==> src/rtl/hazard_stall_ctrl_if.sv <==
// ID-stage handshake between the pipeline and the hazard/stall controller.
// The pipeline (master) presents the decoded instruction; the controller (slave) answers stall/issue.
interface hazard_stall_ctrl_if #(
    parameter int REG_W = 3
);
    logic             id_valid;
    logic [REG_W-1:0] id_rs;
    logic             id_rs_used;
    logic [REG_W-1:0] id_rt;
    logic             id_rt_used;
    logic [REG_W-1:0] id_rd;
    logic             id_writes;
    logic             id_is_load;
    logic             flush;
    logic             stall;
    logic             issue;

    modport master (
        output id_valid, id_rs, id_rs_used, id_rt, id_rt_used,
               id_rd, id_writes, id_is_load, flush,
        input  stall, issue
    );

    modport slave (
        input  id_valid, id_rs, id_rs_used, id_rt, id_rt_used,
               id_rd, id_writes, id_is_load, flush,
        output stall, issue
    );
endinterface

==> src/rtl/hazard_stall_ctrl.sv <==
// Scoreboard stall controller: per-register countdown of cycles until a result is readable.
// Macro FORWARDING_EN: bypass paths present (ALU latency 0, load latency 1); otherwise latency 2.
module hazard_stall_ctrl #(
    parameter int NREG  = 8,
    parameter int REG_W = 3,
    parameter int CNT_W = 16
) (
    input  logic                 clk,
    input  logic                 rst,
    hazard_stall_ctrl_if.slave   id,
    output logic [NREG-1:0]      busy_mask,
    output logic [CNT_W-1:0]     stall_count
);
    logic [1:0] pend_reg  [NREG];
    logic [1:0] pend_next [NREG];
    logic [1:0] lat;
    logic       hit_rs;
    logic       hit_rt;
    logic       stall_int;
    logic       issue_int;
    logic [CNT_W-1:0] stall_count_reg;
    logic [CNT_W-1:0] stall_count_next;

`ifdef FORWARDING_EN
    assign lat = id.id_is_load ? 2'd1 : 2'd0;
`else
    // Without bypass paths the load flag cannot change the latency.
    assign lat = {1'b1, 1'b0 & id.id_is_load};
`endif

    // Sources are checked against the old entry, so a self-dependent write sees prior state.
    assign hit_rs    = id.id_rs_used & (pend_reg[id.id_rs] != 2'd0);
    assign hit_rt    = id.id_rt_used & (pend_reg[id.id_rt] != 2'd0);
    assign stall_int = id.id_valid & ~id.flush & ~rst & (hit_rs | hit_rt);
    assign issue_int = id.id_valid & ~id.flush & ~rst & ~stall_int;
    assign id.stall  = stall_int;
    assign id.issue  = issue_int;

    generate
        for (genvar gi = 0; gi < NREG; gi++) begin : g_entry
            always_comb begin
                pend_next[gi] = (pend_reg[gi] != 2'd0) ? pend_reg[gi] - 2'd1 : 2'd0;
                if (issue_int && id.id_writes && (id.id_rd == REG_W'(gi))) begin
                    pend_next[gi] = lat;
                end
            end

            always_ff @(posedge clk) begin
                if (rst) begin
                    pend_reg[gi] <= 2'd0;
                end else begin
                    pend_reg[gi] <= pend_next[gi];
                end
            end

            assign busy_mask[gi] = (pend_reg[gi] != 2'd0);
        end
    endgenerate

    always_comb begin
        stall_count_next = stall_count_reg;
        if (stall_int && (stall_count_reg != {CNT_W{1'b1}})) begin
            stall_count_next = stall_count_reg + 1'b1;
        end
    end

    always_ff @(posedge clk) begin
        if (rst) begin
            stall_count_reg <= '0;
        end else begin
            stall_count_reg <= stall_count_next;
        end
    end

    assign stall_count = stall_count_reg;
endmodule

==> src/flat_wrapper.sv <==
// flat-port wrapper written by rule: the top's interface ports become plain ports
module hazard_stall_ctrl_flat 
#(
    parameter int NREG  = 8,
    parameter int REG_W = 3,
    parameter int CNT_W = 16
)
  (clk, rst, busy_mask, stall_count, id_id_valid, id_id_rs, id_id_rs_used, id_id_rt, id_id_rt_used, id_id_rd, id_id_writes, id_id_is_load, id_flush, id_stall, id_issue);
  hazard_stall_ctrl_if #(.REG_W(REG_W)) id_i ();
  input  logic clk;
  input  logic rst;
  output logic [NREG-1:0] busy_mask;
  output logic [CNT_W-1:0] stall_count;
  input wire logic [$bits(id_i.id_valid)-1:0] id_id_valid;
  input wire logic [$bits(id_i.id_rs)-1:0] id_id_rs;
  input wire logic [$bits(id_i.id_rs_used)-1:0] id_id_rs_used;
  input wire logic [$bits(id_i.id_rt)-1:0] id_id_rt;
  input wire logic [$bits(id_i.id_rt_used)-1:0] id_id_rt_used;
  input wire logic [$bits(id_i.id_rd)-1:0] id_id_rd;
  input wire logic [$bits(id_i.id_writes)-1:0] id_id_writes;
  input wire logic [$bits(id_i.id_is_load)-1:0] id_id_is_load;
  input wire logic [$bits(id_i.flush)-1:0] id_flush;
  output wire logic [$bits(id_i.stall)-1:0] id_stall;
  output wire logic [$bits(id_i.issue)-1:0] id_issue;
  assign id_i.id_valid = id_id_valid;
  assign id_i.id_rs = id_id_rs;
  assign id_i.id_rs_used = id_id_rs_used;
  assign id_i.id_rt = id_id_rt;
  assign id_i.id_rt_used = id_id_rt_used;
  assign id_i.id_rd = id_id_rd;
  assign id_i.id_writes = id_id_writes;
  assign id_i.id_is_load = id_id_is_load;
  assign id_i.flush = id_flush;
  assign id_stall = id_i.stall;
  assign id_issue = id_i.issue;
  hazard_stall_ctrl #(.NREG(NREG), .REG_W(REG_W), .CNT_W(CNT_W)) u_core (.clk(clk), .rst(rst), .id(id_i), .busy_mask(busy_mask), .stall_count(stall_count));
endmodule
==> config.mk <==
export PLATFORM = sky130hd
export DESIGN_NAME = hazard_stall_ctrl_flat
export DESIGN_NICKNAME = d
export VERILOG_FILES = /design/src/rtl/hazard_stall_ctrl_if.sv /design/src/rtl/hazard_stall_ctrl.sv /design/src/flat_wrapper.sv
export SDC_FILE = /design/constraint.sdc
export NUM_CORES = 1
export LEC_CHECK = 0
export BUFFER_PORTS_ARGS = -buffer_cell sky130_fd_sc_hd__buf_2
export CORE_MARGIN = 4
export CORE_UTILIZATION = 47
export DETAILED_ROUTE_END_ITERATION = 8
export PLACE_DENSITY = 0.72
export REMOVE_ABC_BUFFERS = 1
export SLEW_MARGIN = 20
export SYNTH_ARGS = -nofsm -noshare
export SYNTH_HDL_FRONTEND = slang
export SYNTH_SLANG_ARGS = --single-unit
==> constraint.sdc <==
create_clock -name clk -period 5.1 [get_ports clk]
set_input_delay 1.02 -clock clk [delete_from_list [all_inputs] [get_ports clk]]
set_output_delay 1.02 -clock clk [all_outputs]
set_load 0.005 [all_outputs]
==> results.ini <==
[yosys]
ys_seq_area_share_pct=37.1
ys_top_cells_by_area=dfxtp_1 (37%), a32o_1 (4.6%), nor2b_1 (4.0%), mux2_2 (3.9%), nor2_1 (3.7%)
async_reset_ff_share_pct=0
synth_edf_count=0
ys_ff_latch=32
synth_top_area_share_pct=37.1
avgSynthCellArea_um2=8.64
yosysTopAreaCell=dfxtp_1
synthTopCellsByCount=dfxtp_1 (32), nor2_1 (17), nand2_1 (14)
yosys_warnings=0
synth_cells=200
synth_most_common_cell=dfxtp_1
netlist_area_mm2=0.00173
ys.flop_type=dfxtp_1
ys_types=41

[flow_run]
drv_cap=0

[global_routing]
grt_pass1_vias=1443
antenna_found_initial=0
track_usage_pct=18.6
grt_pass1_wl_um=6620
grt_start_max_net_pins=31
grt_overflow_total=0

[routing]
routed_via_density=5.75
routed_wl_um=4010
drtAntennaViolNets=0
num_vias=1639
post_drt_wl_per_cell_um=14.1
drt-pass1-iter-count=5
drc=0
drt_iter0_drc=147

[floorplanning]
core_area_mm2=0.00344
die_h_um=68.6
die_x_um=68.6
num_rows=21
initial_utilization_pct=50.2
dieArea_mm2=0.00471
ios=43

[clock_network]
path_clk_slew_ns=0.07
clock_latency_ns=0.29
root_buffer=clkbuf_8
postCtsSetupRepairBufs=0
h-tree-depth=2
cts.sinks=32
numCtsBuffers=5
cts_tree=done
ctsResizeCount=0
cts_max_path_buffers=2
hold_buffers=0

[critical_path]
critPathMaxFanout=30
path_cells=buf_2, inv_1, and3_1, o21ai_2, inv_1, buf_2
rrSetupSlack_ns=2.69
required_ns=4.08
path_delay_family=buffers and inverters
worst_path_largest_cell_delay_ns=0.43
critPathLaunchType=input port
path_buf_inv=4
slowest_stage=buf_2
critPathKind=in -> out
critPathCaptureType=output port
arrival_ns=2.72

[layout]
finalNonFillerCells=285
antenna_cells=0
area_delta_synth_final_pct=17.7
drive_above_1_share_pct=29.3
final_nets=256
final_core_util_pct=59.1

[worst_hold_path]
hold_class=reg -> reg

[sta]
maxSlewViolCount=0
hold_viol=0
clock_skew_ns=0.00641
worst_slew_pin_slew_ns=0.717
tns_ns=0
min_period_ns=3.74
slew_headroom_pct=52.1
rsz0062_at_grt=no
fin_crit_sh_pct=73.4
fmax_mhz=267
setup_viol=0
hold_slack_ns=0.458

[pwr]
p_leak_uw=0.000836
vdd_ir_drop_max_uv=145
powerDensity_mw_per_mm2=244

[place]
port_buffers=41
numPlacedInstances=277
dp_hpwl_um=2840
globalplace.congestion=0.837

[status]
outcome=finished, final reports clean

worst reg2reg max path: cells and delay by family (launching register included):
| kind | cells | cell delay, ns |
|---|---|---|
| flip-flops | 1 | 0.43 |
| adder cells (fa/ha/maj) | 1 | 0.23 |
| multiplexers | 1 | 0.31 |
| AND/OR/NAND/NOR | 5 | 1.33 |
layout by cell type (no fill, tap or decap), drive strengths merged, types with 3 or more instances in the layout:
| cell type | netlist | layout |
|---|---|---|
| and3 | 3 | 3 |
| nor3b | 4 | 4 |
| o21bai | 4 | 4 |
| nor3 | 7 | 7 |
| o41ai | 3 | 3 |
| nor2b | 11 | 11 |
| nor2 | 18 | 18 |
| nand4 | 5 | 5 |
| a21oi | 7 | 7 |
| nand2 | 14 | 14 |
| or4 | 4 | 4 |
| o31ai | 5 | 5 |
| o311ai | 4 | 4 |
| or2 | 7 | 7 |
| nor4b | 4 | 4 |
| inv | 11 | 11 |
| buf | 5 | 41 |
| nor4 | 6 | 6 |
| a2111oi | 4 | 4 |
| mux2 | 6 | 6 |
| nand3 | 6 | 6 |
| a32o | 9 | 9 |
| dfxtp | 32 | 32 |
| clkbuf | 5 | 6 |
| a311oi | 4 | 4 |
final timing paths:
kind | start | end | depth (start not counted)
max | rst | id_stall | 6
min reg2reg | u_core.pend_reg[7][1] | u_core.pend_reg[7][0] | 2
max reg2reg | u_core.stall_count[0] | u_core.stall_count[11] | 7
min | u_core.pend_reg[7][1] | u_core.pend_reg[7][0] | 2
layout make-up:
cell class | instances | area [um^2]
clock inverter | 2 | 10.0
timing repair buffer | 41 | 205
multi-input combinational | 147 | 997
tap | 46 | 57.6
fill | 329 | 1410
clock buffer | 6 | 82.6
inverter | 11 | 41.3
sequential | 32 | 641
per-stage QoR:
| step | total power, uW | setup WS (ns) | area [um^2] |
|---|---|---|---|
| after floorplan | 280 | 1.99 | 1680 |
| after global placement | 299 | 1.36 | 1940 |
| after detailed placement | 299 | 1.37 | 1940 |
| after CTS | 501 | 1.37 | 2030 |
| after global routing | 517 | 1.18 | 2030 |
| final | 497 | 1.36 | 2030 |
metal layers:
| metal | up-vias | share of wire (%) | track usage [%] |
|---|---|---|---|
| met4 | 0 | 1.1 | 8.68 |
| met2 | 46 | 46 | 27.4 |
| met5 | - | 0 | 0 |
| li1 | 840 | - | - |
| met1 | 747 | 47 | 25.6 |
| met3 | 6 | 6.0 | 4.21 |
where the power goes:
part / switching, uW / internal [uW] / leakage (uW) / total, uW
Clock: 95.8 / 108 / 0.0000510 / 203
Combinational: 26.6 / 15.2 / 0.000528 / 41.8
Sequential: 1.27 / 251 / 0.000258 / 252
Total: 124 / 374 / 0.000836 / 497
cells by family (layout without fill, tap and decap cells):
group                    Yosys count  in the layout  share of synthesized area (%)
AND/OR/NAND/NOR                   92             92                           30.2
AO/OA/AOI/OAI                     48             48                           22.7
flip-flops                        32             32                           37.1
buffers and inverters             21             60                           5.36
multiplexers                       6              6                           3.91
adder cells (fa/ha/maj)            1              1                          0.724
Note: power is estimated with default switching activity, not from simulation.
